### config.mk
export PLATFORM = sky130hd
export DESIGN_NAME = regfile_wb_arbiter_flat
export DESIGN_NICKNAME = d
export VERILOG_FILES = /design/src/rtl/regfile_wb_arbiter_if.sv /design/src/rtl/regfile_wb_arbiter.sv /design/src/flat_wrapper.sv
export SDC_FILE = /design/constraint.sdc
export NUM_CORES = 1
export LEC_CHECK = 0
export BUFFER_PORTS_ARGS = -buffer_cell sky130_fd_sc_hd__buf_2
export CAP_MARGIN = 0
export CORE_UTILIZATION = 30
export CTS_CLUSTER_DIAMETER = 30
export CTS_CLUSTER_SIZE = 25
export DETAILED_ROUTE_END_ITERATION = 10
export SLEW_MARGIN = 10
export SYNTH_ARGS = -nofsm -noshare
export SYNTH_HDL_FRONTEND = slang
export SYNTH_SLANG_ARGS = --single-unit
### constraint.sdc
create_clock -name clock -period 4.8 [get_ports clock]
set_input_delay 0.24 -clock clock [delete_from_list [all_inputs] [get_ports clock]]
set_output_delay 0.24 -clock clock [all_outputs]
set_load 0.05 [all_outputs]
### src/rtl/regfile_wb_arbiter_if.sv
// rtl/regfile_wb_arbiter_if.sv - writeback request, claim and register-file write bundle
//   req_valid/req_ready/req_reg/req_data : per-requester writeback handshake (packed, requester i at slice i)
//   claim_valid/claim_reg               : issue-stage destination claim for the scoreboard
//   ctrl_writeEnable/ctrl_writeReg/data_writeReg : registered register-file write port
//   pending                             : 32-bit pending-write scoreboard
//   grant_idx                           : index of the last accepted requester
//   master: writeback producers + issue stage side; slave: the arbiter
interface regfile_wb_arbiter_if #(
  parameter int NUM_REQ    = 3,
  parameter int DATA_WIDTH = 32,
  parameter int ADDR_WIDTH = 5,
  parameter int IDX_WIDTH  = 3
);
  logic [NUM_REQ-1:0]            req_valid;
  logic [NUM_REQ-1:0]            req_ready;
  logic [NUM_REQ*ADDR_WIDTH-1:0] req_reg;
  logic [NUM_REQ*DATA_WIDTH-1:0] req_data;
  logic                          claim_valid;
  logic [ADDR_WIDTH-1:0]         claim_reg;
  logic                          ctrl_writeEnable;
  logic [ADDR_WIDTH-1:0]         ctrl_writeReg;
  logic [DATA_WIDTH-1:0]         data_writeReg;
  logic [31:0]                   pending;
  logic [IDX_WIDTH-1:0]          grant_idx;

  modport master (
    output req_valid, req_reg, req_data, claim_valid, claim_reg,
    input  req_ready, ctrl_writeEnable, ctrl_writeReg, data_writeReg, pending, grant_idx
  );

  modport slave (
    input  req_valid, req_reg, req_data, claim_valid, claim_reg,
    output req_ready, ctrl_writeEnable, ctrl_writeReg, data_writeReg, pending, grant_idx
  );
endinterface

### src/rtl/regfile_wb_arbiter.sv
// rtl/regfile_wb_arbiter.sv - round-robin writeback arbiter with pending-write scoreboard
//   clock        : rising-edge clock
//   ctrl_reset_n : asynchronous active-low reset
//   bus (slave)  : writeback requests in, registered register-file write port and scoreboard out
module regfile_wb_arbiter #(
  parameter int NUM_REQ    = 3,
  parameter int DATA_WIDTH = 32,
  parameter int ADDR_WIDTH = 5,
  parameter int IDX_WIDTH  = 3
) (
  input logic                clock,
  input logic                ctrl_reset_n,
  regfile_wb_arbiter_if.slave bus
);

  logic [IDX_WIDTH-1:0]  r_last;
  logic [IDX_WIDTH-1:0]  r_grant_idx;
  logic                  r_we;
  logic [ADDR_WIDTH-1:0] r_wreg;
  logic [DATA_WIDTH-1:0] r_wdata;
  logic [31:0]           r_pending;

  logic [NUM_REQ-1:0]    w_grant;
  logic                  w_found;
  logic [IDX_WIDTH-1:0]  w_gsel;
  logic [ADDR_WIDTH-1:0] w_sel_reg;
  logic [DATA_WIDTH-1:0] w_sel_data;
  logic [31:0]           w_set;
  logic [31:0]           w_clr;
  logic [31:0]           w_pending_nxt;

  // Rotating priority: candidates are visited in order last+1 .. last+NUM_REQ,
  // so the most recent winner is considered last.
  always_comb begin
    w_grant = '0;
    w_found = 1'b0;
    w_gsel  = '0;
    for (int k = 1; k <= NUM_REQ; k++) begin
      for (int i = 0; i < NUM_REQ; i++) begin
        if (!w_found && bus.req_valid[i] && (i == (int'(r_last) + k) % NUM_REQ)) begin
          w_found    = 1'b1;
          w_grant[i] = 1'b1;
          w_gsel     = IDX_WIDTH'(i);
        end
      end
    end
  end

  always_comb begin
    w_sel_reg  = '0;
    w_sel_data = '0;
    for (int i = 0; i < NUM_REQ; i++) begin
      if (w_grant[i]) begin
        w_sel_reg  = bus.req_reg[i*ADDR_WIDTH +: ADDR_WIDTH];
        w_sel_data = bus.req_data[i*DATA_WIDTH +: DATA_WIDTH];
      end
    end
  end

  // A claim overrides a same-edge commit: the newer instruction still owes a write.
  // Bit 0 is masked so r0 never looks pending.
  always_comb begin
    w_set         = bus.claim_valid ? (32'd1 << bus.claim_reg) : 32'd0;
    w_clr         = r_we ? (32'd1 << r_wreg) : 32'd0;
    w_pending_nxt = ((r_pending & ~w_clr) | w_set) & ~32'd1;
  end

  always_ff @(posedge clock or negedge ctrl_reset_n) begin
    if (!ctrl_reset_n) begin
      r_last      <= IDX_WIDTH'(NUM_REQ - 1);
      r_grant_idx <= '0;
      r_we        <= 1'b0;
      r_wreg      <= '0;
      r_wdata     <= '0;
      r_pending   <= '0;
    end else begin
      r_pending <= w_pending_nxt;
      // A write to r0 is accepted from the requester but never strobed.
      r_we      <= w_found && (w_sel_reg != '0);
      if (w_found) begin
        r_last      <= w_gsel;
        r_grant_idx <= w_gsel;
        r_wreg      <= w_sel_reg;
        r_wdata     <= w_sel_data;
      end
    end
  end

  assign bus.req_ready        = w_grant & {NUM_REQ{ctrl_reset_n}};
  assign bus.ctrl_writeEnable = r_we;
  assign bus.ctrl_writeReg    = r_wreg;
  assign bus.data_writeReg    = r_wdata;
  assign bus.pending          = r_pending;
  assign bus.grant_idx        = r_grant_idx;

endmodule
### src/flat_wrapper.sv
// flat-port wrapper written by rule: the top's interface ports become plain ports
module regfile_wb_arbiter_flat 
#(
  parameter int NUM_REQ    = 3,
  parameter int DATA_WIDTH = 32,
  parameter int ADDR_WIDTH = 5,
  parameter int IDX_WIDTH  = 3
)
  (clock, ctrl_reset_n, bus_req_valid, bus_req_reg, bus_req_data, bus_claim_valid, bus_claim_reg, bus_req_ready, bus_ctrl_writeEnable, bus_ctrl_writeReg, bus_data_writeReg, bus_pending, bus_grant_idx);
  regfile_wb_arbiter_if #(.NUM_REQ(NUM_REQ), .DATA_WIDTH(DATA_WIDTH), .ADDR_WIDTH(ADDR_WIDTH), .IDX_WIDTH(IDX_WIDTH)) bus_i ();
  input logic clock;
  input logic ctrl_reset_n;
  input wire logic [$bits(bus_i.req_valid)-1:0] bus_req_valid;
  input wire logic [$bits(bus_i.req_reg)-1:0] bus_req_reg;
  input wire logic [$bits(bus_i.req_data)-1:0] bus_req_data;
  input wire logic [$bits(bus_i.claim_valid)-1:0] bus_claim_valid;
  input wire logic [$bits(bus_i.claim_reg)-1:0] bus_claim_reg;
  output wire logic [$bits(bus_i.req_ready)-1:0] bus_req_ready;
  output wire logic [$bits(bus_i.ctrl_writeEnable)-1:0] bus_ctrl_writeEnable;
  output wire logic [$bits(bus_i.ctrl_writeReg)-1:0] bus_ctrl_writeReg;
  output wire logic [$bits(bus_i.data_writeReg)-1:0] bus_data_writeReg;
  output wire logic [$bits(bus_i.pending)-1:0] bus_pending;
  output wire logic [$bits(bus_i.grant_idx)-1:0] bus_grant_idx;
  assign bus_i.req_valid = bus_req_valid;
  assign bus_i.req_reg = bus_req_reg;
  assign bus_i.req_data = bus_req_data;
  assign bus_i.claim_valid = bus_claim_valid;
  assign bus_i.claim_reg = bus_claim_reg;
  assign bus_req_ready = bus_i.req_ready;
  assign bus_ctrl_writeEnable = bus_i.ctrl_writeEnable;
  assign bus_ctrl_writeReg = bus_i.ctrl_writeReg;
  assign bus_data_writeReg = bus_i.data_writeReg;
  assign bus_pending = bus_i.pending;
  assign bus_grant_idx = bus_i.grant_idx;
  regfile_wb_arbiter #(.NUM_REQ(NUM_REQ), .DATA_WIDTH(DATA_WIDTH), .ADDR_WIDTH(ADDR_WIDTH), .IDX_WIDTH(IDX_WIDTH)) u_core (.clock(clock), .ctrl_reset_n(ctrl_reset_n), .bus(bus_i));
endmodule
==> summary.md, run 1 <==
| Metric | Value |
|---|---|
| Portion of synthesized cell area occupied by the leading cell type | 52.1% |
| Kind of path behind the tightest hold check | in2reg |
| Summed instance area of the synthesized netlist | 0.00341 mm² |
| Run status | completed |
| Ranking of synthesized cells by area | dfrtp_1 52%, o21ai_0 14%, a221oi_1 8.7% |
| Horizontal die dimension | 109 µm |
| Fin Hold WS | 171 ps |
| Final Slew Violations | 0 |
| Number of remaining DRC errors | 0 |
| Top cells by count, synth | 93 x o21ai_0, 71 x dfrtp_1, 47 x nand2_1 |
| Tot Pwr | 4.20 mW |
| Most common cell in the netlist | o21ai_0 |
| Gate count of the mapped netlist | 370 |
| Worst stage delay on the critical path | 540 ps |
| Area of all placed cells without fillers | 0.00477 mm² |
| Share of final-layout standard cells stronger than drive strength 1 | 38.7% |
| Setup TNS | 0 ps |
| Synthesized flop and latch total | 72 |
| Max Cap Violations | 0 |
| Final setup viols | 0 |
| Placement Rows | 38 |
| Main combinational cell family by area after synthesis | compound AO/OA/AOI/OAI gates |
| Max transition margin | 28.9% |
| Number of global-route vias before repair | 3502 |
| HPWL after DPL | 8470 µm |
| Die Y | 109 µm |
| Synth Flop Type | dfrtp_1 |
| Skew final | 6.18 ps |
| Top Ports | 198 |
| Endpoint type of the worst setup path | primary output |
| Static leakage | 2.27 nW |
| Critical Path Most Common Cell | nor2_1 |
| Count of synthesis-stage warnings from yosys | 0 |
| Clock tree from TritonCTS | done |
| Number of buffers inserted during clock tree synthesis | 9 |
| Maximum clock path buffer count | 2 |
| EDFF count, synth | 0 |
| Area growth from synthesis to layout | 39.8% |
| Shortest period the worst path allows | 2860 ps |
| Synthesized-area fraction occupied by ao, oa, aoi and oai cells | 26.7% |
| Starting utilization of the core area | 31.2% |
| Worst reg-to-reg setup slack | 2030 ps |
| Drt first pass iters | 4 |
| First-pass GRT wire length | 17300 µm |
| Endpoint arrival time on the critical path | 2620 ps |
| Global Route Usage Sum | 19.5% |
| Share of flip-flops with an asynchronous set or reset | 100% |
| Highest fanout seen on the critical path | 33 |
| Power per cell area | 882 mW/mm² |
| CP required | 4560 ps |
| Cell-by-cell trace of the critical path | ha_1 > nor2_1 > nor2_1 > o2111a_1 > buf_4 > and2_1 > buf_2 |
| Maximum number of pins on one net before global-route repair | 45 |
| Adder and majority gate portion of the synthesized area | 0.734% |
| Area of placed instances | 0.00451 mm² |
| Synthesized-area fraction occupied by xor and xnor cells | 0% |
| Number of nets with antenna violations after detailed routing | 0 |
| Average cell area after synthesis | 9.22 µm² |
| Number of H-tree levels | 3 |
| Die outline area | 0.0118 mm² |
| I/O Buffers | 195 |
| DRC violation total after the first TritonRoute iteration | 191 |
| Vias per cell | 5.19 |
| Top delay family on crit path | buffers and inverters |
| Critical Path Start Type | register |
| Count of buffer and inverter cells on the critical path | 2 |
| Num Clock Sinks | 72 |
| Clk Tree Root Cell | clkbuf_16 |
| Timing-limited maximum frequency | 349 MHz |
| Count of distinct cell types in the synthesized netlist | 37 |
| Via count of the routed design | 3640 |
| Cell type contributing the most total cell area after synthesis | dfrtp_1 |
| Sum of routed wire length over all layers | 11400 µm |
| Category of the most critical setup path | reg2out |
| Core ar. | 0.0109 mm² |
| Count of instances resized after the clock tree is built | 0 |
| Portion of netlist area occupied by mux cells | 0.293% |
| Number of antenna violations at the first check in global routing | 1 |
| Final Util | 43.6% |
| Gpl congestion | 0.840 |
| Sequential cell area fraction in the yosys report | 52.9% |
| Transition time at the pin with the least slew margin | 1070 ps |
| Worst path slowest cell | dfstp_2 |
| Routed wirelength normalized by instance count | 16.2 µm |
| Final Net Count | 683 |
| Layout fillers | 1157 |
| Portion of the clock cycle consumed by the worst path in the final layout | 59.7% |
| Area share of and/or/nand/nor cells after synthesis | 15.8% |
| Unrepaired setup endpoints after global routing | false |
| Clock latency on the worst-skew pair | 320 ps |
| Remaining global-route overflow | 0 |
| Clock-pin slew of the registers on the worst-case setup and hold paths | 60 ps |
| Worst voltage drop across the vdd grid | 0.000491 V |
| Hold Vio Cnt, Final | 0 |
stage by stage:
stage                     setup WS, ps  cells
after floorplan                   2560    371
after global placement            2080    687
after detailed placement          2040    687
after CTS                         1910    701
after global routing              1780    702
final                             1940    702
cell type report:
| type | instances | area, µm² | share of cell area (%) |
|---|---|---|---|
| clock buffer | 11 | 233 | 4.88 |
| clock inverter | 2 | 10.0 | 0.210 |
| timing repair buffer | 199 | 1010 | 21.2 |
| multi-input combinational | 274 | 1520 | 32.0 |
| tap | 140 | 175 | 3.67 |
| sequential | 72 | 1800 | 37.8 |
| inverter | 3 | 11.3 | 0.236 |
| antenna | 1 | 2.50 | 0.0525 |
repair_timing:
action | in CTS | in global routing
hold endpoints to repair | 28 | 0
setup buffers | 0 | 0
hold buffers | 1 | 0
final timing paths:
check,cells after the start,endpoint,startpoint
max in group asynchronous,3,u_core.bus.pending[21]$_DFF_PN0_,ctrl_reset_n
worst min-delay path,3,u_core.bus.data_writeReg[20]$_DFFE_PN0P_,bus_req_data[84]
worst min register to register,2,u_core.bus.grant_idx[1]$_DFFE_PN0P_,u_core.bus.grant_idx[1]$_DFFE_PN0P_
worst max register to register,8,u_core.bus.ctrl_writeEnable$_DFF_PN0_,u_core.r_last[1]$_DFFE_PN1P_
min in group asynchronous,2,u_core.bus.pending[20]$_DFF_PN0_,ctrl_reset_n
worst max-delay path,7,bus_req_ready[2],u_core.r_last[1]$_DFFE_PN1P_
cell usage in the layout (no fill, tap or decap), drive strengths merged, types with 3 or more instances in the layout:
cell	instances
buf	198
nand2b	5
a221oi	35
dfrtp	71
nand2	49
a21o	4
inv	3
nand3	9
or2	3
nor2b	6
and2	3
clkbuf	11
nor2	44
a21boi	3
o21ai	97
power by group:
group | internal (mW) | switching [mW] | leakage, nW
clock network | 0.339 | 0.224 | 0.121
registers | 0.928 | 0.196 | 0.847
logic | 0.624 | 1.89 | 1.30
worst reg2reg max path: cells and delay by family, from the launching register on:
family / cells / cell delay [ps]
AO/OA/AOI/OAI: 1 / 390
AND/OR/NAND/NOR: 5 / 1420
buffers and inverters: 1 / 40
adder cells (fa/ha/maj): 1 / 240
flip-flops: 1 / 540
routing by layer:
layer  vias to the layer above  global-route usage (%)  wire (µm)
met1                      1736                    23.1       4700
met5                         -                       0          0
met4                         0                    8.88        263
met2                       164                    33.3       5640
li1                       1722                       -          -
met3                        18                    4.48        808
state kept, by name, indices dropped and copies added, names as in the netlist:
name / count
u_core.bus.data_writeReg: 32
u_core.bus.ctrl_writeEnable: 1
u_core.bus.grant_idx: 2
u_core.bus.pending: 31
u_core.r_last: 1
u_core.bus.ctrl_writeReg: 5
cell families after synthesis:
logic type	count (synthesis)
mux	1
buf+inv	25
compound gates	146
flops	72
fa+ha+maj	2
simple gates	123
other cells	1
Note: power is estimated with default switching activity, not from simulation.
==> run 2, diff against run 1 <==
==> constraint.sdc (replaced) <==
create_clock -name clock -period 2.5 [get_ports clock]
set_input_delay 0.125 -clock clock [delete_from_list [all_inputs] [get_ports clock]]
set_output_delay 0.125 -clock clock [all_outputs]
set_load 0.05 [all_outputs]
==> run 2 against run 1 <==
  * Global-route usage is 0.19 points lower
  * Sequential share of layout area decreased by 1.4 points
  * Wire length shrank 0.37%
  * Clock skew about the same
  * Utilization up 1.7 points
  * Clock power increased to 2.6 times the previous value
  * Via count down 0.66%
  * Highest routed layer unchanged
==> summary.md, run 2 (same netlist as run 1, synthesis figures left out) <==
| Metric | Value |
|---|---|
| Clock-pin slew of the registers on the worst-case setup and hold paths | 60 ps (about the same) |
| Global Route Usage Sum | 19.3% (-0.19 points) |
| Tot Pwr | 8.63 mW (+110%) |
| Area of placed instances | 0.00456 mm² (+1.1%) |
| Path depth of the worst reg2reg path | 8 (unchanged) |
| Most common cell after layout, fill and taps aside | buf_2 |
| Layout fillers | 1115 (-3.6%) |
| Hold Vio Cnt, Final | 0 (unchanged) |
| Portion of the clock cycle consumed by the worst path in the final layout | 96.3% |
| Drt first pass iters | 4 (unchanged) |
| Via count of the routed design | 3616 (-0.66%) |
| Diodes inserted | 0 (-1) |
| Highest fanout seen on the critical path | 34 (+3.0%) |
| Horizontal die dimension | 109 µm (unchanged) |
| Critical Path Start Type | register |
| Endpoint arrival time on the critical path | 2280 ps (-340 ps) |
| Number of nets with antenna violations after detailed routing | 0 (unchanged) |
| Num Clock Sinks | 72 (unchanged) |
| Kind of path behind the tightest hold check | in2reg |
| Sum of routed wire length over all layers | 11400 µm (-0.37%) |
| Maximum number of pins on one net before global-route repair | 51 (+13%) |
| Post CTS Setup Buffer Count | 0 (unchanged) |
| Area of all placed cells without fillers | 0.00496 mm² (+4.0%) |
| Clock latency on the worst-skew pair | 320 ps (about the same) |
| Max transition margin | 58.8% (+30 points) |
| Number of buffers inserted during clock tree synthesis | 9 (unchanged) |
| Register cell area after layout | 0.00180 mm² (unchanged) |
| Category of the most critical setup path | reg2out |
| Commonest cells after routing, fill and taps aside | 193 x buf_2, 93 x o21ai_0, 71 x dfrtp_1 |
| Number of remaining DRC errors | 0 (unchanged) |
| Share of final-layout standard cells stronger than drive strength 1 | 40.1% (+1.4 points) |
| Placement Rows | 38 (unchanged) |
| Worst hold path cell count | 3 (unchanged) |
| Worst path slowest cell | dfstp_2 |
| Final Net Count | 688 (+0.73%) |
| Transition time at the pin with the least slew margin | 619 ps (-448 ps) |
| Fin Hold WS | 56.6 ps (-114 ps) |
| Remaining global-route overflow | 0 (unchanged) |
| Die Y | 109 µm (unchanged) |
| Clk Tree Root Cell | clkbuf_16 |
| Count of buffer and inverter cells on the critical path | 3 (+1) |
| Cell-by-cell trace of the critical path | inv_1 > ha_1 > mux2i_1 > o21ai_2 > buf_12 > and2_1 > buf_2 |
| Worst stage delay on the critical path | 540 ps (about the same) |
| Top Ports | 198 (unchanged) |
| Number of flip-flops in the largest register | 32 (unchanged) |
| HPWL after DPL | 8650 µm (+2.1%) |
| Clock tree from TritonCTS | done |
| Starting utilization of the core area | 31.2% (unchanged) |
| Vias per cell | 5.10 (-1.6%) |
| Static leakage | 2.35 nW (+3.7%) |
| Maximum clock path buffer count | 2 (unchanged) |
| Final Util | 45.4% (+1.7 points) |
| Number of cells on the critical path | 7 (unchanged) |
| Core ar. | 0.0109 mm² (unchanged) |
| Run status | completed |
| First-pass GRT wire length | 17400 µm (+0.96%) |
| Skew final | 6.35 ps (+0.172 ps) |
| Endpoint type of the worst setup path | primary output |
| Area growth from synthesis to layout | 45.4% |
| Number of antenna violations at the first check in global routing | 0 (-1) |
| Number of H-tree levels | 3 (unchanged) |
| Final Slew Violations | 0 (unchanged) |
| Top delay family on crit path | flip-flops |
| Power per cell area | 1740 mW/mm² (+97%) |
| Gpl congestion | 0.885 (+5.3%) |
| Final setup viols | 0 (unchanged) |
| Worst voltage drop across the vdd grid | 0.000905 V (+84%) |
| Worst reg-to-reg setup slack | 150 ps (-1880 ps) |
| Number of global-route vias before repair | 3517 (+0.43%) |
| Max Cap Violations | 0 (unchanged) |
| Footprint of the multi-input gates | 0.00153 mm² (+0.25%) |
| CP required | 2380 ps (-2180 ps) |
| Timing-limited maximum frequency | 415 MHz |
| Routed wirelength normalized by instance count | 16.0 µm (-1.4%) |
| Die outline area | 0.0118 mm² (unchanged) |
| DRC violation total after the first TritonRoute iteration | 131 (-31%) |
| I/O Buffers | 195 (unchanged) |
| Shortest period the worst path allows | 2410 ps |
run 2: cell types whose count changed in the layout (fill, tap and decap cells not counted), sizes merged:
| cell | delta |
|---|---|
| buf | +4 |
| bufinv | +3 |
| clkbuf | +1 |
| diode | -1 |
run 2: worst register-to-register path, cell delays in order, from the launching register on:
cell and delay [ps]:
dfstp_2 540, inv_1 40, ha_1 260, or2_1 270, nand4b_2 120, nand2_2 100, a221oi_1 270, nor2_1 110
or4_1 520
run 2: metrics by stage:
| stage | worst slack, ps | setup TNS (ps) | cells |
|---|---|---|---|
| after floorplan | 302 | 0 | 371 |
| after global placement | 245 | 0 | 692 |
| after detailed placement | 166 | 0 | 692 |
| after CTS | 5.65 | 0 | 709 |
| after global routing | -3.02 | -3.02 | 709 |
| final | 93.0 | 0 | 709 |
run 2: what timing repair did:
item	in CTS	in global routing
resized for setup	5	6
endpoints found under the setup margin	3	3
hold endpoints to repair	46	0
pin swaps	0	1
hold buffers	1	0
run 2: area by class of cell:
| cell class | count | area share [%] |
|---|---|---|
| Inverter | 3 | 0.227 |
| Sequential cell | 72 | 36.4 |
| Multi-Input combinational cell | 274 | 30.8 |
| Clock buffer | 11 | 4.89 |
| Tap cell | 140 | 3.53 |
| Timing Repair Buffer | 204 | 22.1 |
| Clock inverter | 5 | 2.09 |
run 2: path summary, 6_finish.rpt:
kind                                                startpoint                                  endpoint
setup / recovery                  u_core.r_last[1]$_DFFE_PN1P_                          bus_req_ready[1]
hold / removal                                bus_req_data[84]  u_core.bus.data_writeReg[20]$_DFFE_PN0P_
setup reg to reg                  u_core.r_last[1]$_DFFE_PN1P_     u_core.bus.ctrl_writeEnable$_DFF_PN0_
hold reg to reg            u_core.bus.grant_idx[1]$_DFFE_PN0P_       u_core.bus.grant_idx[1]$_DFFE_PN0P_
max in group asynchronous                         ctrl_reset_n              u_core.r_last[1]$_DFFE_PN1P_
min in group asynchronous                         ctrl_reset_n          u_core.bus.pending[23]$_DFF_PN0_
run 2: metal layers:
| layer | up-vias | GRT usage [%] | wire [µm] |
|---|---|---|---|
| met2 | 172 | 33.6 | 5730 |
| met5 | - | 0 | 0 |
| met4 | 0 | 6.47 | 146 |
| met1 | 1704 | 23.5 | 4610 |
| met3 | 10 | 4.06 | 878 |
| li1 | 1730 | - | - |
run 2: where the power goes:
part | leakage, nW | total, mW | internal (mW) | switching, mW
Combinational | 1.33 | 5.00 | 1.34 | 3.66
Clock | 0.170 | 1.47 | 1.00 | 0.469
Sequential | 0.847 | 2.16 | 1.78 | 0.380
Total | 2.35 | 8.63 | 4.12 | 4.51
==> run 3, diff against run 2 <==
==> constraint.sdc (replaced) <==
create_clock -name clock -period 2.55 [get_ports clock]
set_input_delay 0.1275 -clock clock [delete_from_list [all_inputs] [get_ports clock]]
set_output_delay 0.1275 -clock clock [all_outputs]
set_load 0.05 [all_outputs]
==> run 3 against run 2 <==
  * Die area is the same
  * Setup slack lost 15 ps
  * Worst hold slack gained 3.5 ps
  * Highest routed layer unchanged
==> summary.md, run 3 (same netlist as run 1, synthesis figures left out) <==
| Metric | Value |
|---|---|
| First-pass GRT wire length | 17300 µm (-0.55%) |
| Timing-limited maximum frequency | 405 MHz |
| Final Slew Violations | 0 (unchanged) |
| Die Y | 109 µm (unchanged) |
| Remaining global-route overflow | 0 (unchanged) |
| Drt first pass iters | 5 (+1) |
| Worst reg-to-reg setup slack | 180 ps (+30 ps) |
| Power per cell area | 1690 mW/mm² (-2.6%) |
| HP Start | bus_req_data[94] |
| Worst stage delay on the critical path | 540 ps (about the same) |
| Core ar. | 0.0109 mm² (unchanged) |
| Max transition margin | 62.4% (+3.7 points) |
| Starting utilization of the core area | 31.2% (unchanged) |
| Top Ports | 198 (unchanged) |
| Endpoint type of the worst setup path | primary output |
| Sum of routed wire length over all layers | 11300 µm (-0.42%) |
| Number of H-tree levels | 3 (unchanged) |
| Max Cap Violations | 0 (unchanged) |
| Maximum clock path buffer count | 2 (unchanged) |
| Worst path slowest cell | dfstp_2 |
| DRC violation total after the first TritonRoute iteration | 135 (+3.1%) |
| Destination of the worst hold path | u_core.bus.data_writeReg[30]$_DFFE_PN0P_ |
| Horizontal die dimension | 109 µm (unchanged) |
| Clock latency on the worst-skew pair | 330 ps (about the same) |
| Highest fanout seen on the critical path | 34 (unchanged) |
| Gpl congestion | 0.861 (-2.6%) |
| Static leakage | 2.34 nW (-0.65%) |
| Clock tree from TritonCTS | done |
| Maximum number of pins on one net before global-route repair | 45 (-12%) |
| Number of remaining DRC errors | 0 (unchanged) |
| Setup TNS | 0 ps (unchanged) |
| Area of placed instances | 0.00456 mm² (-0.16%) |
| Vias per cell | 5.11 (+0.23%) |
| Hold Vio Cnt, Final | 0 (unchanged) |
| Endpoint arrival time on the critical path | 2340 ps (+60 ps) |
| Clock-pin slew of the registers on the worst-case setup and hold paths | 60 ps (about the same) |
| Commonest cells after routing, fill and taps aside | 194 x buf_2, 93 x o21ai_0, 71 x dfrtp_1 |
| Number of antenna violations at the first check in global routing | 0 (unchanged) |
| Via count of the routed design | 3614 (-0.055%) |
| Number of nets with antenna violations after detailed routing | 0 (unchanged) |
| HPWL after DPL | 8670 µm (+0.23%) |
| Die outline area | 0.0118 mm² (unchanged) |
| Portion of the clock cycle consumed by the worst path in the final layout | 96.9% |
| Share of final-layout standard cells stronger than drive strength 1 | 40.2% (+0.14 points) |
| Critical Path Start Type | register |
| Num Clock Sinks | 72 (unchanged) |
| Skew final | 4.07 ps (-2.29 ps) |
| Area of all placed cells without fillers | 0.00493 mm² (-0.63%) |
| Worst voltage drop across the vdd grid | 0.000864 V (-4.5%) |
| Shortest period the worst path allows | 2470 ps |
| CP required | 2420 ps (+40 ps) |
| Area growth from synthesis to layout | 44.5% |
| Diodes inserted | 0 (unchanged) |
| Cell-by-cell trace of the critical path | inv_1 > ha_1 > mux2i_1 > o21ai_2 > buf_8 > and2_1 > buf_2 |
| I/O Buffers | 195 (unchanged) |
| Run status | completed |
| Routed wirelength normalized by instance count | 16.0 µm (-0.14%) |
| Layout fillers | 1119 (+0.36%) |
| Final Util | 45.1% (-0.29 points) |
| Capture point of the worst reg-to-reg path | u_core.bus.ctrl_writeEnable$_DFF_PN0_ |
| Clk Tree Root Cell | clkbuf_16 |
| Worst hold path cell count | 3 (unchanged) |
| Post CTS Setup Buffer Count | 0 (unchanged) |
| Kind of path behind the tightest hold check | in2reg |
| Transition time at the pin with the least slew margin | 563 ps (-55.3 ps) |
| Most common cell after layout, fill and taps aside | buf_2 |
| Worst setup margin | 78.1 ps (-15.0 ps) |
| Number of buffers inserted during clock tree synthesis | 9 (unchanged) |
| Final setup viols | 0 (unchanged) |
| Number of global-route vias before repair | 3438 (-2.2%) |
| RR Startpoint | u_core.r_last[1]$_DFFE_PN1P_ |
| Category of the most critical setup path | reg2out |
| Global Route Usage Sum | 19.5% (+0.22 points) |
| Number of flip-flops in the largest register | 32 (unchanged) |
| Unrepaired setup endpoints after global routing | true |
| Final Net Count | 687 (-0.15%) |
| Path depth of the worst reg2reg path | 8 (unchanged) |
| Placement Rows | 38 (unchanged) |
| Worst slack, placed | 162 ps (-3.15 ps) |
==> run 3: worst max-delay path by stage <==
stage	startpoint	end	slack (ps)	cells after the start
after detailed placement	u_core.r_last[1]$_DFFE_PN1P_	bus_req_ready[2]	160	7
after floorplan	u_core.r_last[1]$_DFFE_PN1P_	u_core.bus.ctrl_writeEnable$_DFF_PN0_	350	7
after CTS	u_core.r_last[1]$_DFFE_PN1P_	bus_req_ready[0]	30	7
after global placement	u_core.r_last[1]$_DFFE_PN1P_	bus_req_ready[2]	250	7
final	u_core.r_last[1]$_DFFE_PN1P_	bus_req_ready[1]	80	7
after global routing	u_core.bus.grant_idx[0]$_DFFE_PN0P_	bus_req_ready[2]	-8	8
==> run 3: metrics by stage <==
step                      instances  power, mW  hold WS [ps]
after floorplan                 371       5.63          -168
after global placement          691       6.91           154
after detailed placement        691       6.98           157
after CTS                       707       8.39          49.5
after global routing            707       8.90          71.7
final                           707       8.35          60.2
==> run 3: where the power goes <==
part | internal (mW) | switching [mW] | total [mW]
Clock | 0.903 | 0.453 | 1.36
Combinational | 1.29 | 3.59 | 4.88
Sequential | 1.75 | 0.363 | 2.11
Total | 3.94 | 4.41 | 8.35
==> run 3: repair_timing <==
| item | 4_1_cts | 5_1_grt |
|---|---|---|
| hold buffers | 1 | 0 |
| pin swaps | 0 | 0 |
| setup endpoints to repair | 2 | 3 |
| hold endpoints to repair | 40 | 0 |
| gates resized for setup | 5 | 6 |
==> run 3: layout make-up <==
cell class / instances / area, µm² / share of cell area [%]
flip-flops and latches: 72 / 1800 / 36.6
multi-input cells: 274 / 1540 / 31.2
repair buffers: 203 / 1080 / 21.9
clock buffers: 12 / 256 / 5.20
well taps: 140 / 175 / 3.55
clock inverters: 3 / 65.1 / 1.32
inverters: 3 / 11.3 / 0.228
==> run 3: layer usage <==
| layer | part of all wire (%) | GRT usage, % | vias to the layer above |
|---|---|---|---|
| li1 | - | - | 1729 |
| met1 | 41 | 23.4 | 1692 |
| met2 | 49 | 32.6 | 169 |
| met3 | 8.0 | 4.42 | 24 |
| met4 | 2.8 | 9.94 | 0 |
| met5 | 0 | 0 | - |
==> run 3: worst max-delay path, delay by kind of cell, from the launching register on <==
| kind | cells | cell delay (ps) |
|---|---|---|
| flip-flops | 1 | 540 |
| buffers and inverters | 3 | 560 |
| adder cells (fa/ha/maj) | 1 | 250 |
| AO/OA/AOI/OAI | 1 | 340 |
| multiplexers | 1 | 160 |
| AND/OR/NAND/NOR | 1 | 150 |
